**src/rtl/jtframe_dwnld_pkg.sv**
```systemverilog
// Shared types and constants for the ROM download path.
package jtframe_dwnld_pkg;

   typedef enum logic [1:0] {
      ST_IDLE,
      ST_SDRAM,
      ST_PROM,
      ST_GAP
   } state_t;

   localparam logic [1:0] MASK_LO   = 2'b10;
   localparam logic [1:0] MASK_HI   = 2'b01;
   localparam logic [1:0] MASK_NONE = 2'b11;

   // Active-low byte-lane enable selected by the byte address LSB
   function automatic logic [1:0] lane_mask(input logic a0);
      return a0 ? MASK_HI : MASK_LO;
   endfunction

endpackage

```
**src/rtl/jtframe_sync_fifo.sv**
```systemverilog
// Generic synchronous FIFO, combinational head read, one-cycle push-to-visible.
// Push is ignored when full and pop is ignored when empty.
module jtframe_sync_fifo #(
   parameter int W     = 30,
   parameter int DEPTH = 4
) (
   input  logic         clk,
   input  logic         rst,
   input  logic         i_push,
   input  logic [W-1:0] i_din,
   input  logic         i_pop,
   output logic [W-1:0] o_dout,
   output logic         o_full,
   output logic         o_empty
);
   localparam int AW = $clog2(DEPTH);

   logic [AW:0]  r_wr_ptr;
   logic [AW:0]  r_rd_ptr;
   logic [W-1:0] r_mem [DEPTH];

   // Extra MSB on each pointer distinguishes full from empty
   assign o_empty = (r_wr_ptr == r_rd_ptr);
   assign o_full  = (r_wr_ptr[AW] != r_rd_ptr[AW]) &&
                    (r_wr_ptr[AW-1:0] == r_rd_ptr[AW-1:0]);
   assign o_dout  = r_mem[r_rd_ptr[AW-1:0]];

   always_ff @(posedge clk or posedge rst) begin
      if (rst) begin
         r_wr_ptr <= '0;
         r_rd_ptr <= '0;
      end else begin
         if (i_push && !o_full)
            r_wr_ptr <= r_wr_ptr + (AW+1)'(1);
         if (i_pop && !o_empty)
            r_rd_ptr <= r_rd_ptr + (AW+1)'(1);
      end
   end

   always_ff @(posedge clk) begin
      if (i_push && !o_full)
         r_mem[r_wr_ptr[AW-1:0]] <= i_din;
   end

endmodule

```
**src/rtl/jtframe_prog_fifo.sv**
```systemverilog
// Buffers HPS loader bytes and issues SDRAM writes (held until prog_rdy) or PROM pulses.
// First write request two cycles after the byte; bytes arriving while full are dropped and flagged.
module jtframe_prog_fifo
   import jtframe_dwnld_pkg::*;
#(
   parameter int          DEPTH      = 4,
   parameter logic [21:0] PROM_START = 22'h3F_0000
) (
   input  logic        clk,
   input  logic        rst,
   input  logic        downloading,
   input  logic [21:0] ioctl_addr,
   input  logic [7:0]  ioctl_data,
   input  logic        ioctl_wr,
   output logic [21:0] prog_addr,
   output logic [7:0]  prog_data,
   output logic [1:0]  prog_mask,
   output logic        prog_we,
   input  logic        prog_rdy,
   output logic        prom_we,
   output logic [15:0] prom_addr,
   output logic [7:0]  prom_data,
   output logic        dwnld_done,
   output logic        overflow
);
   logic        w_full;
   logic        w_empty;
   logic        w_push;
   logic        w_pop;
   logic [29:0] w_head;
   logic [21:0] w_head_addr;
   logic [7:0]  w_head_data;
   logic        w_dl_rise;
   logic        w_dl_fall;
   state_t      r_state;
   state_t      w_next;
   logic        r_dl;
   logic        r_pending;

   assign w_push    = ioctl_wr && downloading && !w_full;
   assign w_dl_rise = downloading && !r_dl;
   assign w_dl_fall = !downloading && r_dl;
   assign {w_head_addr, w_head_data} = w_head;

   jtframe_sync_fifo #(.W(30), .DEPTH(DEPTH)) u_fifo (
      .clk     (clk),
      .rst     (rst),
      .i_push  (w_push),
      .i_din   ({ioctl_addr, ioctl_data}),
      .i_pop   (w_pop),
      .o_dout  (w_head),
      .o_full  (w_full),
      .o_empty (w_empty)
   );

   always_comb begin
      w_next = r_state;
      w_pop  = 1'b0;
      case (r_state)
         ST_IDLE:
            if (!w_empty)
               w_next = (w_head_addr < PROM_START) ? ST_SDRAM : ST_PROM;
         ST_SDRAM:
            if (prog_rdy) begin
               w_pop  = 1'b1;
               w_next = ST_GAP;
            end
         ST_PROM: begin
            w_pop  = 1'b1;
            w_next = ST_GAP;
         end
         default:
            w_next = ST_IDLE;
      endcase
   end

   always_ff @(posedge clk or posedge rst) begin
      if (rst) r_state <= ST_IDLE;
      else     r_state <= w_next;
   end

   assign prog_we = (r_state == ST_SDRAM);
   assign prom_we = (r_state == ST_PROM);

   // Head is captured on leaving IDLE so outputs stay stable through the handshake
   always_ff @(posedge clk or posedge rst) begin
      if (rst) begin
         prog_addr <= '0;
         prog_data <= '0;
         prog_mask <= MASK_NONE;
         prom_addr <= '0;
         prom_data <= '0;
      end else if (r_state == ST_IDLE) begin
         if (w_next == ST_SDRAM) begin
            prog_addr <= {1'b0, w_head_addr[21:1]};
            prog_data <= w_head_data;
            prog_mask <= lane_mask(w_head_addr[0]);
         end
         if (w_next == ST_PROM) begin
            prom_addr <= w_head_addr[15:0] - PROM_START[15:0];
            prom_data <= w_head_data;
         end
      end
   end

   always_ff @(posedge clk or posedge rst) begin
      if (rst) begin
         r_dl       <= 1'b0;
         r_pending  <= 1'b0;
         dwnld_done <= 1'b0;
         overflow   <= 1'b0;
      end else begin
         r_dl       <= downloading;
         dwnld_done <= 1'b0;
         if (w_dl_rise)
            r_pending <= 1'b0;
         else if (w_dl_fall)
            r_pending <= 1'b1;
         else if (r_pending && r_state == ST_IDLE && w_empty) begin
            r_pending  <= 1'b0;
            dwnld_done <= 1'b1;
         end
         if (w_dl_rise)
            overflow <= 1'b0;
         if (ioctl_wr && downloading && w_full)
            overflow <= 1'b1;
      end
   end

endmodule

```
**config.mk**
```make
export PLATFORM = sky130hd
export DESIGN_NAME = jtframe_prog_fifo
export DESIGN_NICKNAME = d
export VERILOG_FILES = /design/src/rtl/jtframe_dwnld_pkg.sv /design/src/rtl/jtframe_sync_fifo.sv /design/src/rtl/jtframe_prog_fifo.sv
export SDC_FILE = /design/constraint.sdc
export NUM_CORES = 1
export LEC_CHECK = 0
export BUFFER_PORTS_ARGS = -buffer_cell sky130_fd_sc_hd__buf_2
export CORE_ASPECT_RATIO = 0.8
export CORE_UTILIZATION = 40
export CTS_CLUSTER_SIZE = 10
export DETAILED_ROUTE_END_ITERATION = 10
export GPL_TIMING_DRIVEN = 0
export PLACE_DENSITY = 0.65
export SYNTH_ARGS = -nofsm -noshare
export SYNTH_HDL_FRONTEND = slang
export SYNTH_HIERARCHICAL = 1
export SYNTH_SLANG_ARGS = --single-unit
```
**constraint.sdc**
```tcl
create_clock -name clk -period 2.45 [get_ports clk]
set_input_delay 0.245 -clock clk [delete_from_list [all_inputs] [get_ports clk]]
set_output_delay 0.245 -clock clk [all_outputs]
set_load 0.005 [all_outputs]
```
# Yosys cells after proc, flatten, opt, wreduce, memory -nomap -nowiden
# Memory sizes are Yosys's and may differ from the RTL's.
# Cells that the tools add are included.
# totals
ramBits	120
regBits	67
elab_cells	59
memories	1
output_inout_bits	60
# op_classes
magnitude_cmp	1
addsub	2
n_eq_ne	7
muxes	17
n_reduce_logical	19
# mem_list
name	depth	width	read_ports	rd_clocked_by_memory_dff	write_ports	line	text
u_fifo.r_mem	4	30	1	0	1	jtframe_sync_fifo.sv:20	logic [W-1:0] r_mem [DEPTH];
# ops
op	n
22-bit less-than comparator, second input constant	1
1-bit 2-to-1 mux	11
1-bit logical AND	10
2-bit 2-to-1 mux	4
3-bit by 1-bit adder with 3-bit output, second input constant	2
2-bit case mux with 3 select lines	1
2-bit by 1-bit == test with 1-bit output, second input constant	2
2-bit == test, second input constant	2
1-bit logical NOT	4
2-bit AND reduction	2
3-bit == test	1
3-bit nonzero test	1
2-bit == test	1
2-bit logical NOT	1
1-bit case mux with 2 select lines	1
2-bit nonzero test	1
1-bit inequality test	1

# Longest topological paths before layout
# depth
ltp_word	7
mapped_depth	8

# Hierarchy
# The synthesis kept the hierarchy.
# by_module_without_submodules
module	instances	seq_area_each_um2	cells_per_inst	area_each_um2
jtframe_sync_fifo	1	3753.6	207	4844.6
jtframe_prog_fifo	1	1529.0	164	2700.1

# Least setup slack after synthesis
# No wires, ideal clock.
# synth_timing
path_type	reg-to-reg
start	reg u_fifo.r_rd_ptr[1]
end	mem u_fifo.r_mem[3][0] (enable)
stages_incl_launch_ff	8
arrival_ps	2214
synth_period_minus_slack_ps	2617
slack_ps	-167
required_time_ps	2047
cell_sequence	dfrtp_1 > buf_2 > xnor2_1 > nand3_2 > inv_1 > nor2_1 > nand2_1 > a31oi_2
# synth_via
elab_chain_cells	7
# synth_rtl
element	line	text
from (decl)	jtframe_sync_fifo.sv:19	logic [AW:0] r_rd_ptr;
from (signal assigned)	jtframe_sync_fifo.sv:36	r_rd_ptr <= r_rd_ptr + (AW+1)'(1);
2-bit == test	jtframe_sync_fifo.sv:25	(r_wr_ptr[AW-1:0] == r_rd_ptr[AW-1:0]);
1-bit logical AND	jtframe_sync_fifo.sv:24	assign o_full = (r_wr_ptr[AW] != r_rd_ptr[AW]) &&
named net w_full	jtframe_prog_fifo.sv:26	logic w_full;
1-bit logical NOT	jtframe_prog_fifo.sv:40	assign w_push = ioctl_wr && downloading && !w_full;
1-bit logical AND	jtframe_prog_fifo.sv:40	
named net w_push	jtframe_prog_fifo.sv:28	logic w_push;
1-bit logical AND	jtframe_sync_fifo.sv:41	if (i_push && !o_full)
1-bit 2-to-1 mux	jtframe_sync_fifo.sv:41	
1-bit 2-to-1 mux (implied by the code)	jtframe_sync_fifo.sv:42	r_mem[r_wr_ptr[AW-1:0]] <= i_din;
to (decl)	jtframe_sync_fifo.sv:20	
# The timed path passes the listed nets, and every way through them passes these cells.

# Worst setup path in the final report
# layout_timing
start	reg u_fifo.r_rd_ptr[0]
end	reg prom_data[5]
# layout_via
elab_chain_cells	7
# layout_rtl
element	line	text
memory 4 x 30 bit	-	
named net w_head[25]	jtframe_prog_fifo.sv:30	logic [29:0] w_head;
22-bit less-than comparator	jtframe_prog_fifo.sv:62	w_next = (w_head_addr < PROM_START) ? ST_SDRAM : ST_PROM;
2-bit 2-to-1 mux	jtframe_prog_fifo.sv:62	
2-bit 2-to-1 mux	jtframe_prog_fifo.sv:61	if (!w_empty)
2-bit case mux with 3 select lines	jtframe_prog_fifo.sv:59	case (r_state)
2-bit == test	jtframe_prog_fifo.sv:99	if (w_next == ST_PROM) begin
2-bit AND reduction (no source line)	-	
to (signal assigned)	jtframe_prog_fifo.sv:101	prom_data <= w_head_data;
to (decl)	jtframe_prog_fifo.sv:22	output logic [7:0] prom_data,
# The timed path passes the listed nets, and every way through them passes these cells.
# A chain may end at the register's enable or synchronous reset.

==> reports/qor.csv <==
metric,value,unit
# H-tree levels,4,
DIE AREA,0.0194,mm²
Die Height,125,µm
DRT Pass-1 Iters,4,
max incr delay on CP,560,ps
CP top delay family,multiplexers,
Post-Synth Adder-Cell Area,1.82,%
most common flop cell mapped by yosys,edfxtp_1,
Syn Nets,417,
clk_lat worst skew,430,ps
placed cells,718,
HP Class,in2reg,
run status,"complete, no violations",
CTS root buffer,clkbuf_16,
Startpoint Class,flop,
Synth Area in Compound Gates,2.60,%
most frequent cells in the layout,"edfxtp_1 (120), buf_2 (95), dfrtp_1 (64), mux2_4 (49), mux4_2 (30)",
drc violations,0,
Worst Tran Pin Value,508,ps
area added between synthesis and finish,24.9,%
WL/cell,19.8,µm
CORE AREA,0.0183,mm²
Final Skew,13.7,ps
IO Pins,95,
CP max-delay cell,mux4_2,
"Hold Vio Cnt, Final",0,
Reg2Reg Setup Slack,30,ps
reg-to-reg startpoint,u_fifo/r_rd_ptr[0],
"FF+latch count, synth",187,
drt initial violations,175,
pin count of the biggest net entering global routing,42,
Synth Area in XOR/XNOR,1.34,%
fin cells,782,
"FFs w/ async S/R, synth",35.8,%
Final Hold Slack,25.9,ps
Multi-input gate area,0.00225,mm²
final setup vio count,0,
worst-case reg-to-reg path depth,8,
post-route antenna net violation count,0,
share of cells above drive strength 1,52.7,%
worst path arrival time,2740,ps
Mapped Cells,371,
Die Width,156,µm
final period utilization,99.0,%
Tmin final,2420,ps
Nets,562,
pwr/cell area,1220,mW/mm²
"EDFF count, synth",120,
initial antenna violation count,1,
GRT overflow,0,
# Max-Cap Violations,0,
fillers,1482,
"Avg Cell Area, Syn",20.3,µm²
vias in the first global route,4017,
Unique masters post-synth,39,
Worst Hold Launch,ioctl_addr[20],
Vias,3847,
maximum VDD drop,0.000509,V
Synth Area in Simple Gates,2.17,%
drt via density,4.92,
routability congestion estimate,0.780,
"Cell Area, Synth",0.00754,mm²
Antenna Cells,0,
Setup TNS Final,0,ps
"Buf+Inv Stages, Crit Path",3,
max_slew headroom,66.1,%
"commonest non-fill, non-tap cell in the layout",edfxtp_1,
Initial Utilization,41.3,%
Hold Crit Depth,1,
first-pass GRT wire length,23100,µm
clock-pin transition on the worst setup and hold timing paths,70,ps
cells along the critical path,buf_6 -> buf_12 -> mux4_2 -> nand4b_4 -> nor2_4 -> o211ai_4 -> bufbuf_16 -> mux2_4,
YS warnings,6,
WL final,15500,µm
static leakage,0.00383,µW
RSZ-0062 raised after global routing,yes,
Post-DP HPWL,9050,µm
CTS Sinks,187,
type of the worst setup path,reg2reg,
Tot Pwr,11500,µW
Worst EP required,2760,ps
CP Capture Type,flop,
fmax,412,MHz
port buffer count,93,
clock tree from TritonCTS,done,
cts bufs inserted,17,
Worst Hold End,u_fifo/r_mem[3][28],
RR Endpoint,prom_data[5],
CTS Buffer Depth,2,
Crit Path Max Fanout,6,
Rows,44,
post-synthesis mux area share,19.6,%
post-synthesis sequential area ratio,70.0,%
largest family of logic cells by synthesized area,multiplexers,
final slew viol count,0,
FF+latch area,0.00528,mm²
aggregate global-route resource usage,16.6,%
worst reg2reg max path: stages (launching register included):
cell	delay (ps)
dfrtp_1	360
buf_6	150
buf_12	130
mux4_2	560
nand4b_4	140
nor2_4	60
o211ai_4	270
bufbuf_16	340
mux2_4	290
layout make-up:
cell class              instances  area share (%)
plain buffers                  14            1.82
multi-input cells             160            23.8
clock inverters                12           0.903
repair buffers                122            8.39
well taps                     253            3.36
flip-flops and latches        187            56.1
inverters                      14           0.558
clock buffers                  20            5.07
how the worst max path moves through the flow:
stage                                   from                  end  slack [ps]  cells after the start
after floorplan           u_fifo/r_rd_ptr[1]   u_fifo/r_mem[0][0]          80                      6
after global placement    u_fifo/r_rd_ptr[1]  u_fifo/r_mem[0][19]        -770                      6
after detailed placement  u_fifo/r_rd_ptr[1]  u_fifo/r_mem[3][12]        -590                      7
after CTS                 u_fifo/r_rd_ptr[0]         prom_data[5]         -20                      8
after global routing      u_fifo/r_rd_ptr[0]         prom_data[6]         -40                      8
final                     u_fifo/r_rd_ptr[0]         prom_data[5]          30                      8
power breakdown:
part	internal (µW)	switching, µW	leakage (µW)
sequential	4170	402	0.00192
combinational	2410	1990	0.00163
clock	1420	1160	0.000279
total	7990	3550	0.00383
kinds of logic after synthesis:
group,after synthesis
AOI/OAI and AO/OA,25
xor gates and xnor gates,9
adders and majority gates,11
buffers and inverters,28
DFF,187
muxes,85
other,1
and+or+nand+nor,25
repair_timing:
| action | CTS | global route |
|---|---|---|
| buffers inserted | 13 | 11 |
| hold endpoints to repair | 27 | 0 |
| cloned | 5 | 1 |
| hold buffers | 2 | 0 |
| pin swaps | 5 | 6 |
| setup endpoints to repair | 176 | 90 |
| resized for setup | 23 | 11 |
sequential cells by signal (all words and copies together) (netlist names), 2 cells and up:
| signal | count |
|---|---|
| prog_addr | 21 |
| u_fifo/r_wr_ptr | 3 |
| r_state | 2 |
| u_fifo/r_rd_ptr | 3 |
| prog_mask | 2 |
| prom_addr | 16 |
| u_fifo/r_mem | 120 |
| prog_data | 8 |
| prom_data | 8 |
Yosys cell counts (2+ instances only):
cell | instances | share of area, %
o31ai_1 | 4 | 0.40
nand2b_1 | 3 | 0.25
mux4_2 | 30 | 9.0
mux2_4 | 49 | 9.8
buf_2 | 4 | 0.27
a21oi_1 | 10 | 0.66
mux2_2 | 5 | 0.75
inv_1 | 14 | 0.70
nand3_1 | 3 | 0.20
dfstp_2 | 2 | 0.70
ha_1 | 11 | 1.8
edfxtp_1 | 120 | 48
xor2_1 | 2 | 0.23
nand2_1 | 3 | 0.15
dfrtp_1 | 65 | 22
buf_6 | 9 | 1.3
xnor2_1 | 4 | 0.46
a211oi_2 | 4 | 0.66
o21ai_0 | 2 | 0.13
and3_1 | 3 | 0.25
nor2_1 | 5 | 0.25
xor2_2 | 2 | 0.43
per-stage QoR:
| stage | util, % | instance area [µm²] | worst slack, ps |
|---|---|---|---|
| after global routing | 51.6 | 9430 | -38.1 |
| after floorplan | - | 7550 | 80.1 |
| after global placement | 45.6 | 8340 | -774 |
| after CTS | 50.7 | 9260 | -16.0 |
| after detailed placement | 45.7 | 8360 | -586 |
| final | 51.6 | 9430 | 25.7 |
routing by layer:
metal,vias up,global-route usage (%),part of all wire (%)
li1,1731,-,-
met1,1973,22.8,45
met2,122,25.5,47
met3,19,4.18,7.0
met4,2,6.23,1.4
met5,-,0,0.084
Power figures use the tool's default switching activity.
